<file path="config.mk">
export PLATFORM = sky130hd
export DESIGN_NAME = seq_shift_unit
export DESIGN_NICKNAME = d
export VERILOG_FILES = /design/src/rtl/shift_pkg.sv /design/src/rtl/shift_step_unit.sv /design/src/rtl/seq_shift_unit.sv
export SDC_FILE = /design/constraint.sdc
export NUM_CORES = 1
export LEC_CHECK = 0
export CAP_MARGIN = 20
export CORE_MARGIN = 8
export CORE_UTILIZATION = 45
export CTS_BUF_LIST = sky130_fd_sc_hd__clkbuf_4 sky130_fd_sc_hd__clkbuf_8
export CTS_CLUSTER_DIAMETER = 40
export CTS_CLUSTER_SIZE = 10
export DETAILED_ROUTE_END_ITERATION = 7
export PLACE_DENSITY = 0.78
export SYNTH_ARGS = -nofsm -noshare
export SYNTH_HDL_FRONTEND = slang
export SYNTH_SLANG_ARGS = --single-unit
</file>
<file path="constraint.sdc">
create_clock -name clk -period 1.4 [get_ports clk]
set_input_delay 0.28 -clock clk [delete_from_list [all_inputs] [get_ports clk]]
set_output_delay 0.28 -clock clk [all_outputs]
set_load 0.01 [all_outputs]
</file>
<file path="src/rtl/shift_pkg.sv">
// Shared types for the multi-cycle shift engine: operation modes and FSM states.
package shift_pkg;

    typedef enum logic [2:0] {
        ROL = 3'd0,
        ROR = 3'd1,
        LSL = 3'd2,
        LSR = 3'd3,
        ASR = 3'd4
    } shift_mode_t;

    typedef enum logic [1:0] {
        IDLE  = 2'd0,
        SHIFT = 2'd1,
        DONE  = 2'd2
    } shift_state_t;

    // Highest legal mode encoding; anything above passes the operand through.
    localparam shift_mode_t MODE_LAST = ASR;

endpackage

</file>
<file path="src/rtl/shift_step_unit.sv">
// Combinational single-position shift/rotate step with the bit that leaves the word.
module shift_step_unit
    import shift_pkg::*;
#(
    parameter int WIDTH = 8
) (
    input  logic [WIDTH-1:0] word_i,
    input  shift_mode_t      mode_i,
    output logic [WIDTH-1:0] word_o,
    output logic             bit_o
);

    always_comb begin
        word_o = word_i;
        bit_o  = 1'b0;
        case (mode_i)
            ROL: begin
                word_o = {word_i[WIDTH-2:0], word_i[WIDTH-1]};
                bit_o  = word_i[WIDTH-1];
            end
            ROR: begin
                word_o = {word_i[0], word_i[WIDTH-1:1]};
                bit_o  = word_i[0];
            end
            LSL: begin
                word_o = {word_i[WIDTH-2:0], 1'b0};
                bit_o  = word_i[WIDTH-1];
            end
            LSR: begin
                word_o = {1'b0, word_i[WIDTH-1:1]};
                bit_o  = word_i[0];
            end
            // MSB never changes under ASR, so the current MSB is the original one.
            ASR: begin
                word_o = {word_i[WIDTH-1], word_i[WIDTH-1:1]};
                bit_o  = word_i[0];
            end
            default: begin
                word_o = word_i;
                bit_o  = 1'b0;
            end
        endcase
    end

endmodule

</file>
<file path="src/rtl/seq_shift_unit.sv">
// Handshaked multi-cycle shift/rotate engine: one bit position per clock,
// result returned with carry (last bit out) and zero flags.
module seq_shift_unit #(
    parameter int WIDTH = 8,
    parameter int AMT_W = $clog2(WIDTH)
) (
    input  logic             clk,
    input  logic             rst_n,
    input  logic             in_valid,
    output logic             in_ready,
    input  logic [WIDTH-1:0] in_data,
    input  logic [AMT_W-1:0] in_amt,
    input  logic [2:0]       in_mode,
    output logic             out_valid,
    input  logic             out_ready,
    output logic [WIDTH-1:0] out_data,
    output logic             out_carry,
    output logic             out_zero
);

    import shift_pkg::*;

    shift_state_t     state_q, state_d;
    shift_mode_t      mode_q, mode_d;
    logic [WIDTH-1:0] data_q, data_d;
    logic [AMT_W-1:0] cnt_q, cnt_d;
    logic             carry_q, carry_d;

    logic [WIDTH-1:0] step_word;
    logic             step_bit;

    shift_step_unit #(
        .WIDTH (WIDTH)
    ) u_step (
        .word_i (data_q),
        .mode_i (mode_q),
        .word_o (step_word),
        .bit_o  (step_bit)
    );

    always_ff @(posedge clk) begin
        if (!rst_n) begin
            state_q <= IDLE;
            mode_q  <= ROL;
            data_q  <= '0;
            cnt_q   <= '0;
            carry_q <= 1'b0;
        end else begin
            state_q <= state_d;
            mode_q  <= mode_d;
            data_q  <= data_d;
            cnt_q   <= cnt_d;
            carry_q <= carry_d;
        end
    end

    always_comb begin
        state_d = state_q;
        mode_d  = mode_q;
        data_d  = data_q;
        cnt_d   = cnt_q;
        carry_d = carry_q;
        case (state_q)
            IDLE: begin
                if (in_valid) begin
                    data_d  = in_data;
                    mode_d  = shift_mode_t'(in_mode);
                    carry_d = 1'b0;
                    if (in_amt == '0 || in_mode > 3'(MODE_LAST)) begin
                        cnt_d   = '0;
                        state_d = DONE;
                    end else begin
                        cnt_d   = in_amt;
                        state_d = SHIFT;
                    end
                end
            end
            SHIFT: begin
                data_d  = step_word;
                carry_d = step_bit;
                cnt_d   = cnt_q - AMT_W'(1);
                if (cnt_q == AMT_W'(1)) begin
                    state_d = DONE;
                end
            end
            DONE: begin
                if (out_ready) begin
                    state_d = IDLE;
                end
            end
            default: begin
                state_d = IDLE;
            end
        endcase
    end

    // Zero flag is qualified by DONE so it reads 0 out of reset while data_q is 0.
    assign in_ready  = rst_n && (state_q == IDLE);
    assign out_valid = (state_q == DONE);
    assign out_data  = data_q;
    assign out_carry = carry_q;
    assign out_zero  = (state_q == DONE) && (data_q == '0);

endmodule

</file>
==> metrics.txt <==
# TYPE chip_impl_metric gauge
chip_impl_info{name="status",value="finished with violations"} 1
chip_impl_info{name="failed_checks",value="negative setup slack"} 1
chip_impl_metric{name="post-synth-top-area-fraction",unit=""} 0.299
chip_impl_metric{name="ff2ff_path_depth",unit=""} 6
chip_impl_metric{name="start_util",unit=""} 0.469
chip_impl_info{name="start_kind",value="flop"} 1
chip_impl_metric{name="die_area",unit="um2"} 4400
chip_impl_metric{name="fp-row-count",unit=""} 18
chip_impl_metric{name="worst_hold_path.num_cells",unit=""} 4
chip_impl_metric{name="power.static_leakage",unit="nW"} 0.771
chip_impl_metric{name="net-switching-power",unit="uW"} 519
chip_impl_info{name="root_buffer_cell",value="sky130_fd_sc_hd__clkbuf_4"} 1
chip_impl_metric{name="power.total",unit="mW"} 1.55
chip_impl_metric{name="power-per-cell-area",unit="nW/um2"} 870
chip_impl_metric{name="max_freq",unit="MHz"} 568
chip_impl_metric{name="clkTransAtPathRegs",unit="ns"} 0.11
chip_impl_info{name="netlist.top_cell.by_area",value="sky130_fd_sc_hd__dfxtp_1"} 1
chip_impl_metric{name="final_hold_viol_count",unit=""} 0
chip_impl_metric{name="cp_data_required_time",unit="ns"} 1.12
chip_impl_metric{name="place_area",unit="um2"} 1640
chip_impl_metric{name="synth-warning-count",unit=""} 0
chip_impl_info{name="yosys.cell_count.top_type",value="sky130_fd_sc_hd__dfxtp_1"} 1
chip_impl_metric{name="hpwlAfterDp",unit="um"} 2620
chip_impl_metric{name="antenna_cells",unit=""} 0
chip_impl_metric{name="timing.max_cap.violations",unit=""} 0
chip_impl_metric{name="cts_inserted_buffers",unit=""} 3
chip_impl_metric{name="tritoncts_num_sinks",unit=""} 17
chip_impl_metric{name="postSynthAreaPerCell",unit="um2"} 8.98
chip_impl_metric{name="routed-via-count",unit=""} 1229
chip_impl_metric{name="grt_pass1_vias",unit=""} 1215
chip_impl_metric{name="overflow",unit=""} 0
chip_impl_metric{name="maxSlewHeadroom",unit=""} 0.754
chip_impl_metric{name="die_h",unit="um"} 66.3
chip_impl_metric{name="port-buffer-count",unit=""} 29
chip_impl_metric{name="ctsHoldBuffers",unit=""} 0
chip_impl_metric{name="worstPathArrival",unit="ns"} 1.48
chip_impl_metric{name="grt_util_all_layers",unit=""} 0.163
chip_impl_metric{name="synth_area",unit="um2"} 1140
chip_impl_info{name="synth.top_cells.by_count",value="sky130_fd_sc_hd__dfxtp_1 (17), sky130_fd_sc_hd__nor2_1 (13), sky130_fd_sc_hd__nand2_1 (9)"} 1
chip_impl_info{name="synth_area_leaders",value="sky130_fd_sc_hd__dfxtp_1 (30%), sky130_fd_sc_hd__nor2_1 (4.3%), sky130_fd_sc_hd__a211oi_1 (4.0%)"} 1
chip_impl_metric{name="power.sequential.fraction",unit=""} 0.374
chip_impl_metric{name="number_of_synthesized_flops_with_an_enable_pin",unit=""} 0
chip_impl_info{name="criticalPathCategory",value="flop to output pin"} 1
chip_impl_info{name="rr_endpoint",value="out_data[1]"} 1
chip_impl_metric{name="gpl_wtd_cong",unit=""} 0.882
chip_impl_metric{name="dr.first_iter.drc_count",unit=""} 51
chip_impl_info{name="worst_setup_path_startpoint",value="state_q[0]"} 1
chip_impl_metric{name="ys_seq_elements",unit=""} 17
chip_impl_info{name="regToRegStartpoint",value="state_q[1]"} 1
chip_impl_info{name="tritoncts_clock_tree",value="built"} 1
chip_impl_metric{name="detail-route-antenna-nets",unit=""} 0
chip_impl_metric{name="grt_antenna_before_repair",unit=""} 0
chip_impl_metric{name="cp_max_fo",unit=""} 2
chip_impl_metric{name="worst_slew_pin_slew",unit="ns"} 0.366
chip_impl_metric{name="finalHoldWorstSlack",unit="ns"} 0.454
chip_impl_metric{name="setup_violations_final",unit=""} 3
chip_impl_metric{name="i_o_pin_count",unit=""} 30
chip_impl_metric{name="synthCells",unit=""} 127
chip_impl_info{name="ys_dominant_reg_cell",value="sky130_fd_sc_hd__dfxtp_1"} 1
chip_impl_metric{name="layout-area-overhead-vs-synth",unit="%"} 56.3
chip_impl_metric{name="intPower",unit="mW"} 1.03
chip_impl_metric{name="synthDistinctLibCells",unit=""} 45
chip_impl_metric{name="final.min_clock_period",unit="ns"} 1.76
chip_impl_metric{name="postRouteWirelength",unit="um"} 3580
chip_impl_metric{name="final_min_period_over_clock_period",unit=""} 1.26
chip_impl_metric{name="drive_gt1_frac",unit=""} 0.403
chip_impl_metric{name="postLayoutSetupSlackWorst",unit="ns"} -0.360
chip_impl_metric{name="dieWidth",unit="um"} 66.3
chip_impl_metric{name="clk_latency",unit="ns"} 0.30
chip_impl_metric{name="detail_route.vias_per_cell",unit=""} 5.69
chip_impl_metric{name="htreeDepth",unit=""} 1
chip_impl_metric{name="fin_skew",unit="ns"} 0.00689
chip_impl_metric{name="drcViolationCount",unit=""} 0
chip_impl_metric{name="final-max-slew-violation-count",unit=""} 0
chip_impl_metric{name="pin_count_of_the_biggest_net_entering_global_routing",unit=""} 17
chip_impl_metric{name="area.sequential",unit="um2"} 357
chip_impl_metric{name="r2r_setup_slack",unit="ns"} -0.03
chip_impl_metric{name="syn_nets",unit=""} 147
chip_impl_info{name="rsz0062_at_grt",value="yes"} 1
chip_impl_metric{name="gate_power_share",unit=""} 0.437
chip_impl_metric{name="first_pass_iters",unit=""} 4
chip_impl_metric{name="clkPwrFrac",unit=""} 0.189
chip_impl_info{name="crit_path_end_kind",value="output pin"} 1
chip_impl_metric{name="p_sw_frac",unit=""} 0.334
chip_impl_metric{name="finalNetCount",unit=""} 207
chip_impl_info{name="hold_path_startpoint",value="rst_n"} 1
chip_impl_metric{name="final.fill_count",unit=""} 181
chip_impl_metric{name="synth.yosys.seq_area_share",unit=""} 0.299
chip_impl_metric{name="synthArstFlopShare",unit=""} 0
chip_impl_metric{name="core-area",unit="um2"} 2430
chip_impl_metric{name="routedWlPerCell",unit="um"} 16.6
chip_impl_metric{name="cts.path.max_buffers",unit=""} 2
chip_impl_info{name="worst_setup_path_endpoint",value="out_zero"} 1
chip_impl_metric{name="timing.setup.tns",unit="ns"} -0.393
chip_impl_metric{name="grt_first_pass_wirelength",unit="um"} 5630
chip_impl_info{name="hold_path_class",value="primary input to flop"} 1
chip_impl_metric{name="post-route-cell-area",unit="um2"} 1780
chip_impl_metric{name="multiInputGateArea",unit="um2"} 766
chip_impl_metric{name="largest_voltage_drop_on_the_vdd_net",unit="V"} 0.000623
[registers in the layout, summed over array words and instances (netlist names)]
name	count
cnt_q	3
mode_q	3
out_carry	1
out_data	8
state_q	2
[per-stage QoR]
| step | utilization | cells | setup slack (ns) |
|---|---|---|---|
| 6_report | 0.733 | 216 | -0.360 |
| 5_1_grt | 0.733 | 216 | -0.422 |
| 4_1_cts | 0.697 | 214 | -0.369 |
| 3_5_place_dp | 0.675 | 207 | -0.515 |
| 3_3_place_gp | 0.675 | 207 | -0.485 |
| 2_1_floorplan | - | 127 | -0.0153 |
[area by class of cell]
cell class / count / share of cell area
Clock buffer: 4 / 0.0169
Multi-Input combinational cell: 95 / 0.430
Tap cell: 30 / 0.0211
Sequential cell: 17 / 0.200
Timing Repair Buffer: 65 / 0.321
Inverter: 5 / 0.0112
[critical path, cell delays in order (launching register included)]
cell	delay, ns
sky130_fd_sc_hd__dfxtp_2	0.34
sky130_fd_sc_hd__nand2b_4	0.14
sky130_fd_sc_hd__or3_4	0.34
sky130_fd_sc_hd__nor4_4	0.20
sky130_fd_sc_hd__buf_2	0.17
[power groups by stage]
stage               Sequential, mW  Combinational [mW]  Clock [mW]
floorplan                    0.605               0.328           0
global placement             0.583               0.603           0
detailed placement           0.587               0.623           0
CTS                          0.579               0.623       0.303
global route                 0.587               0.728       0.321
finish                       0.580               0.678       0.293
[how the worst min path moves through the flow]
stage	to
5_1_grt	mode_q[1]
4_1_cts	cnt_q[2]
3_5_place_dp	out_carry
2_1_floorplan	mode_q[0]
3_3_place_gp	cnt_q[2]
6_report	cnt_q[2]
[what timing repair did]
| action | CTS | global route |
|---|---|---|
| endpoints found under the hold margin | 0 | 0 |
| gates resized for setup | 37 | 15 |
| cloned | 0 | 1 |
| endpoints found under the setup margin | 19 | 12 |
| pin swaps | 1 | 2 |
| buffers inserted | 4 | 1 |
[layout by cell type (no fill, tap or decap), types with 3 or more instances in the layout]
cell,count
sky130_fd_sc_hd__o21a_1,4
sky130_fd_sc_hd__inv_1,4
sky130_fd_sc_hd__mux2i_1,4
sky130_fd_sc_hd__clkbuf_4,4
sky130_fd_sc_hd__buf_4,33
sky130_fd_sc_hd__a211oi_1,3
sky130_fd_sc_hd__nor2b_1,4
sky130_fd_sc_hd__o22ai_1,7
sky130_fd_sc_hd__nor3b_1,4
sky130_fd_sc_hd__dfxtp_1,8
sky130_fd_sc_hd__o211ai_1,6
sky130_fd_sc_hd__buf_2,4
sky130_fd_sc_hd__a211oi_2,3
sky130_fd_sc_hd__dlygate4sd2_1,7
sky130_fd_sc_hd__nand2_1,9
sky130_fd_sc_hd__dfxtp_2,7
sky130_fd_sc_hd__clkdlybuf4s50_1,16
sky130_fd_sc_hd__nor2_1,13
[cell families (layout without fill, tap and decap cells)]
| kind of cell | count (synthesis) | count (layout) | share of synthesized area |
|---|---|---|---|
| flip-flops | 17 | 17 | 0.299 |
| multiplexers | 4 | 4 | 0.0351 |
| XOR/XNOR | 1 | 1 | 0.00769 |
| adder cells (fa/ha/maj) | 2 | 2 | 0.0220 |
| buffers and inverters | 15 | 74 | 0.108 |
| AND/OR/NAND/NOR | 45 | 45 | 0.223 |
| AO/OA/AOI/OAI | 43 | 43 | 0.306 |
[per-layer routing]
metal	vias to the layer above	GRT usage	wire length, um
met1	596	0.177	1440
li1	591	-	-
met4	0	0.0800	72
met2	36	0.297	1890
met5	-	0	0
met3	6	0.0254	177
No activity file was read; power rests on OpenSTA's default activity.
